`src/rtl/dispatch_queue_ctrl.sv`:
```
// Purpose: in-order dispatch queue between decode and the RS/ROB; optional perf counters under `DISPATCH_QUEUE_PERF_EN`.
// Latency: an enqueued entry is visible at dis_out one cycle later (no bypass); head issues combinationally.
// Backpressure: dec_ready drops when full; head stalls until the ROB and the target RS are both ready.

package dispatch_queue_pkg;

    // Instruction class; any unlisted encoding is treated as "none" (illegal/unsupported)
    typedef enum logic [2:0] {
        OP_NONE = 3'd0,
        OP_ALU  = 3'd1,
        OP_MUL  = 3'd2,
        OP_BR   = 3'd3,
        OP_MEM  = 3'd4
    } op_type_e;

    // Decode -> dispatch stage register; valid sits in the MSB
    typedef struct packed {
        logic        valid;
        op_type_e    op_type;
        logic [4:0]  rd;
        logic [31:0] pc;
    } id_dis_stage_reg_t;

    localparam int DIS_W = $bits(id_dis_stage_reg_t);

endpackage

module dispatch_queue_ctrl
    import dispatch_queue_pkg::*;
#(
    parameter int DEPTH = 8,
    parameter int CNT_W = $clog2(DEPTH) + 1
) (
    input  logic             clk,
    input  logic             rst_n,
    input  logic             flush,
    input  logic [DIS_W-1:0] dec_in,
    output logic             dec_ready,
    input  logic             alu_rs_ready,
    input  logic             mul_rs_ready,
    input  logic             br_rs_ready,
    input  logic             mem_rs_ready,
    input  logic             rob_ready,
    output logic [DIS_W-1:0] dis_out,
    output logic             dis_alu_valid,
    output logic             dis_mul_valid,
    output logic             dis_br_valid,
    output logic             dis_mem_valid,
    output logic             dis_fire,
    output logic [CNT_W-1:0] count
`ifdef DISPATCH_QUEUE_PERF_EN
    ,
    output logic [31:0]      perf_stall_rob,
    output logic [31:0]      perf_stall_rs,
    output logic [31:0]      perf_full
`endif
);

    localparam int PTR_W = $clog2(DEPTH);

    logic [PTR_W-1:0]  head_ptr;
    logic [PTR_W-1:0]  tail_ptr;
    id_dis_stage_reg_t mem [DEPTH];

    id_dis_stage_reg_t dec_s;
    id_dis_stage_reg_t head_s;
    id_dis_stage_reg_t out_s;

    logic not_empty;
    logic full;
    logic enq;
    logic fire_none;

    assign dec_s     = id_dis_stage_reg_t'(dec_in);
    assign head_s    = mem[head_ptr];
    assign not_empty = (count != '0);
    assign full      = (count == CNT_W'(DEPTH));

    // Registered-count-only ready: a same-cycle dequeue never frees a slot for enqueue
    assign dec_ready = !full;
    assign enq       = dec_s.valid && dec_ready && !flush;

    // Head entry is always presented; valid reflects occupancy, not the stored bit
    always_comb begin
        out_s       = head_s;
        out_s.valid = not_empty;
    end
    assign dis_out = out_s;

    // Issue decision for the head: ROB plus the class RS must be ready; flush blocks everything
    always_comb begin
        dis_alu_valid = 1'b0;
        dis_mul_valid = 1'b0;
        dis_br_valid  = 1'b0;
        dis_mem_valid = 1'b0;
        fire_none     = 1'b0;
        if (not_empty && !flush) begin
            case (head_s.op_type)
                OP_ALU:  dis_alu_valid = rob_ready && alu_rs_ready;
                OP_MUL:  dis_mul_valid = rob_ready && mul_rs_ready;
                OP_BR:   dis_br_valid  = rob_ready && br_rs_ready;
                OP_MEM:  dis_mem_valid = rob_ready && mem_rs_ready;
                default: fire_none     = rob_ready;
            endcase
        end
    end

    assign dis_fire = dis_alu_valid | dis_mul_valid | dis_br_valid | dis_mem_valid | fire_none;

    // Entry storage: written at tail on accepted enqueue, never cleared
    always_ff @(posedge clk) begin
        if (enq) begin
            mem[tail_ptr] <= dec_s;
        end
    end

    // Pointers and occupancy; flush wins over any simultaneous enqueue/fire
    always_ff @(posedge clk or negedge rst_n) begin
        if (!rst_n) begin
            head_ptr <= '0;
            tail_ptr <= '0;
            count    <= '0;
        end else if (flush) begin
            head_ptr <= '0;
            tail_ptr <= '0;
            count    <= '0;
        end else begin
            if (enq) begin
                tail_ptr <= tail_ptr + PTR_W'(1);
            end
            if (dis_fire) begin
                head_ptr <= head_ptr + PTR_W'(1);
            end
            count <= count + CNT_W'(enq) - CNT_W'(dis_fire);
        end
    end

`ifdef DISPATCH_QUEUE_PERF_EN
    logic target_rs_ready;

    // Readiness of the RS the head targets; class "none" needs no RS
    always_comb begin
        case (head_s.op_type)
            OP_ALU:  target_rs_ready = alu_rs_ready;
            OP_MUL:  target_rs_ready = mul_rs_ready;
            OP_BR:   target_rs_ready = br_rs_ready;
            OP_MEM:  target_rs_ready = mem_rs_ready;
            default: target_rs_ready = 1'b1;
        endcase
    end

    // Saturating stall/full event counters; survive flush, cleared only by reset
    always_ff @(posedge clk or negedge rst_n) begin
        if (!rst_n) begin
            perf_stall_rob <= '0;
            perf_stall_rs  <= '0;
            perf_full      <= '0;
        end else begin
            if (not_empty && !rob_ready && (perf_stall_rob != 32'hFFFF_FFFF)) begin
                perf_stall_rob <= perf_stall_rob + 32'd1;
            end
            if (not_empty && rob_ready && !target_rs_ready && (perf_stall_rs != 32'hFFFF_FFFF)) begin
                perf_stall_rs <= perf_stall_rs + 32'd1;
            end
            if (full && (perf_full != 32'hFFFF_FFFF)) begin
                perf_full <= perf_full + 32'd1;
            end
        end
    end
`endif

endmodule

```
`config.mk`:
```
export PLATFORM = sky130hd
export DESIGN_NAME = dispatch_queue_ctrl
export DESIGN_NICKNAME = d
export VERILOG_FILES = /design/src/rtl/dispatch_queue_ctrl.sv
export SDC_FILE = /design/constraint.sdc
export NUM_CORES = 1
export LEC_CHECK = 0
export ABC_AREA = 1
export BUFFER_PORTS_ARGS = -buffer_cell sky130_fd_sc_hd__buf_2
export CAP_MARGIN = 10
export CORE_MARGIN = 5
export CORE_UTILIZATION = 61
export CTS_CLUSTER_SIZE = 14
export DETAILED_ROUTE_END_ITERATION = 10
export PLACE_DENSITY = 0.81
export SLEW_MARGIN = 15
export SYNTH_ARGS = -nofsm -noshare
export SYNTH_HDL_FRONTEND = slang
export SYNTH_SLANG_ARGS = --single-unit
```
`constraint.sdc`:
```
create_clock -name clk -period 6.9 [get_ports clk]
set_input_delay 1.035 -clock clk [delete_from_list [all_inputs] [get_ports clk]]
set_output_delay 1.035 -clock clk [all_outputs]
set_load 0.005 [all_outputs]
```
==> results_dict.tcl <==
set metrics [dict create \
    outcome "finished clean" \
    dr_total_vias 8457 \
    finalSetupTns_ps 0 \
    grt.overflow.total 0 \
    avgSynthCellArea_um2 12.64 \
    grt.total_usage_pct 22.00 \
    skew_ps 8.178 \
    seq_area_frac_synth_pct 74.08 \
    clkTransAtPathRegs_ps 60 \
    io_buffers 99 \
    post-dp-hpwl_um 14450 \
    hold_violations 0 \
    antenna_found_initial 3 \
    end_kind "output port" \
    cpMaxStageDelayCell "dfrtp_4" \
    slew_viol_final 0 \
    sw_frac_of_total_pct 27.71 \
    hp-class "input port to async pin" \
    start_util_pct 61.56 \
    insertion_delay_ps 500 \
    core_area_um2 21620 \
    crit_buf_inv 3 \
    synthTopCellsByArea "edfxtp_1 (72%), nor2_1 (7.8%), o21ai_0 (5.3%)" \
    die_area_um2 24870 \
    p_leak_nw 5.407 \
    drt-total-wl_um 27420 \
    drc 0 \
    maxSlewHeadroom_pct 29.66 \
    postRouteAntennaNets 0 \
    ff2ff_path_depth 17 \
    grt_pass1_vias 8241 \
    synth_cell_type_count 33 \
    rsz0062_at_grt "false" \
    intPower_mw 3.661 \
    numCtsBuffers 34 \
    postCtsHoldBufs 0 \
    drtPass1Iterations 5 \
    clock-sinks 330 \
    post_drt_wl_per_cell_um 19.03 \
    power_per_cell_area_nw_per_um2 335.6 \
    synth_async_sr_flop_share_pct 3.030 \
    rows 54 \
    seqPwrFrac_pct 46.7 \
    cts_root_buffer "clkbuf_16" \
    yosysMostFrequentCell "edfxtp_1" \
    p_switching_mw 1.403 \
    h-tree-depth 2 \
    path_class "flip-flop to output port" \
    fmax_ghz 0.2066 \
    fin_area_um2 15090 \
    r2r-start "head_ptr[0]" \
    synth_ff_type "edfxtp_1" \
    synth_fp_nets 1111 \
    via_per_inst 5.869 \
    clkPwrFrac_pct 34.4 \
    crit_family "buffers and inverters" \
    syn_inst 1053 \
    drt_iter0_markers 835 \
    synth-edff-count 320 \
    reg2reg_slack_ps 2930 \
    yosys.area.top_type "edfxtp_1" \
    drive_gt1_share_pct 17.60 \
    ys_warn_count 0 \
    reg2reg_to "count[2]" \
    worstMarginPinSlew_ps 1055 \
    cts_buffer_depth 3 \
    pin_count 100 \
    dpl-instance-area_um2 14010 \
    ir_drop_v 0.0002810 \
    cp_max_fo 98 \
    netlist_area_um2 13310 \
    setup_viol 0 \
    ys_seq_elements 330 \
    synth_top_area_share_pct 72.20 \
    synth_common_cells "edfxtp_1 (320), nor2_1 (277), o21ai_0 (140)" \
    worst_ep_required_time_ps 5860 \
    die_h_um 157.7 \
    nNetsFinal 1195 \
    power_frac_comb_pct 18.9 \
    cts_tree "done" \
    gp_congestion 0.7832 \
    period_needed_ps 4841 \
    maxCapViolations 0 \
    ctsResizeCount 0 \
    cp_cell_sequence "inv_4 -> buf_4 -> o21ai_0 -> o22ai_1 -> nor2_1 -> a31oi_1 -> buf_2" \
    die_width_um 157.7 \
    area_growth_pct 13.41 \
    start_kind "flip-flop" \
    post_cts_buffers 0 \
    critPathMaxStageDelay_ps 840 \
    finalCritPeriodShare_pct 70.17 \
    grt_pass1_wl_um 42520 \
    grt_start_max_net_pins 99 \
    crit_arrival_ps 3810 \
]
[cell type report]
class,instances,area [um^2]
clock inverters,14,122.6
well taps,280,350.3
diodes,2,5.005
multi-input cells,616,3043
flip-flops and latches,330,9864
clock buffers,44,952.2
repair buffers,111,585.6
inverters,44,170.2
fillers,1396,6528
[cells in the final DEF (no fill, tap or decap), types with 14 or more instances in the layout]
cell type    n
edfxtp_1   320
buf_2       99
inv_1       38
nand3_1     16
o21ai_0    140
o22ai_1     37
nor2_1     269
clkbuf_16   37
nand2_2     14
nand2_1     47
a31oi_1     37
[power groups by stage]
stage	logic, mW	registers [mW]	clock network [mW]
6_report	0.957	2.36	1.74
5_1_grt	1.07	2.37	1.86
4_1_cts	0.966	2.36	1.77
3_5_place_dp	0.955	2.41	0
3_3_place_gp	0.921	2.40	0
2_1_floorplan	0.701	2.34	0
[layer usage]
| metal | GRT usage [%] | up-vias | share of wire, % |
|---|---|---|---|
| li1 | - | 3931 | - |
| met5 | 0 | - | 0.091 |
| met1 | 29.44 | 4113 | 40 |
| met4 | 5.531 | 4 | 1.3 |
| met2 | 37.62 | 376 | 50 |
| met3 | 4.347 | 33 | 8.6 |
[kinds of logic after synthesis]
family,synth area share [%]
XOR/XNOR,0.1316
flip-flops,74.08
buffers and inverters,3.507
AO/OA/AOI/OAI,9.364
AND/OR/NAND/NOR,12.01
adder cells (fa/ha/maj),0.9025
[stage by stage]
step                      instances  util, %  setup slack, ps  power [mW]  hold slack (ps)
after floorplan                1053        -             3363       3.039            549.5
after global placement         1381    64.81             2722       3.321            567.1
after detailed placement       1381    64.81             2601       3.362            600.5
final                          1441    69.81             2059       5.065            390.7
after global routing           1440    69.80             1831       5.306            389.5
after CTS                      1439    69.79             2077       5.098            386.5
[how the worst max path moves through the flow]
stage | startpoint | endpoint | cells past startpoint | slack, ps
after floorplan | dec_in[40] | mem[0][0] | 4 | 3360
after global placement | head_ptr[0] | dis_out[0] | 7 | 2720
after detailed placement | head_ptr[0] | dis_out[32] | 7 | 2600
after CTS | head_ptr[0] | dis_out[19] | 7 | 2080
after global routing | head_ptr[0] | dis_out[21] | 7 | 1830
final | head_ptr[0] | dis_out[19] | 7 | 2060
[sequential cells by signal, summed over array words and instances (netlist names)]
signal / count
tail_ptr: 3
mem: 320
count: 4
head_ptr: 3
(Power assumes the default switching activity.)
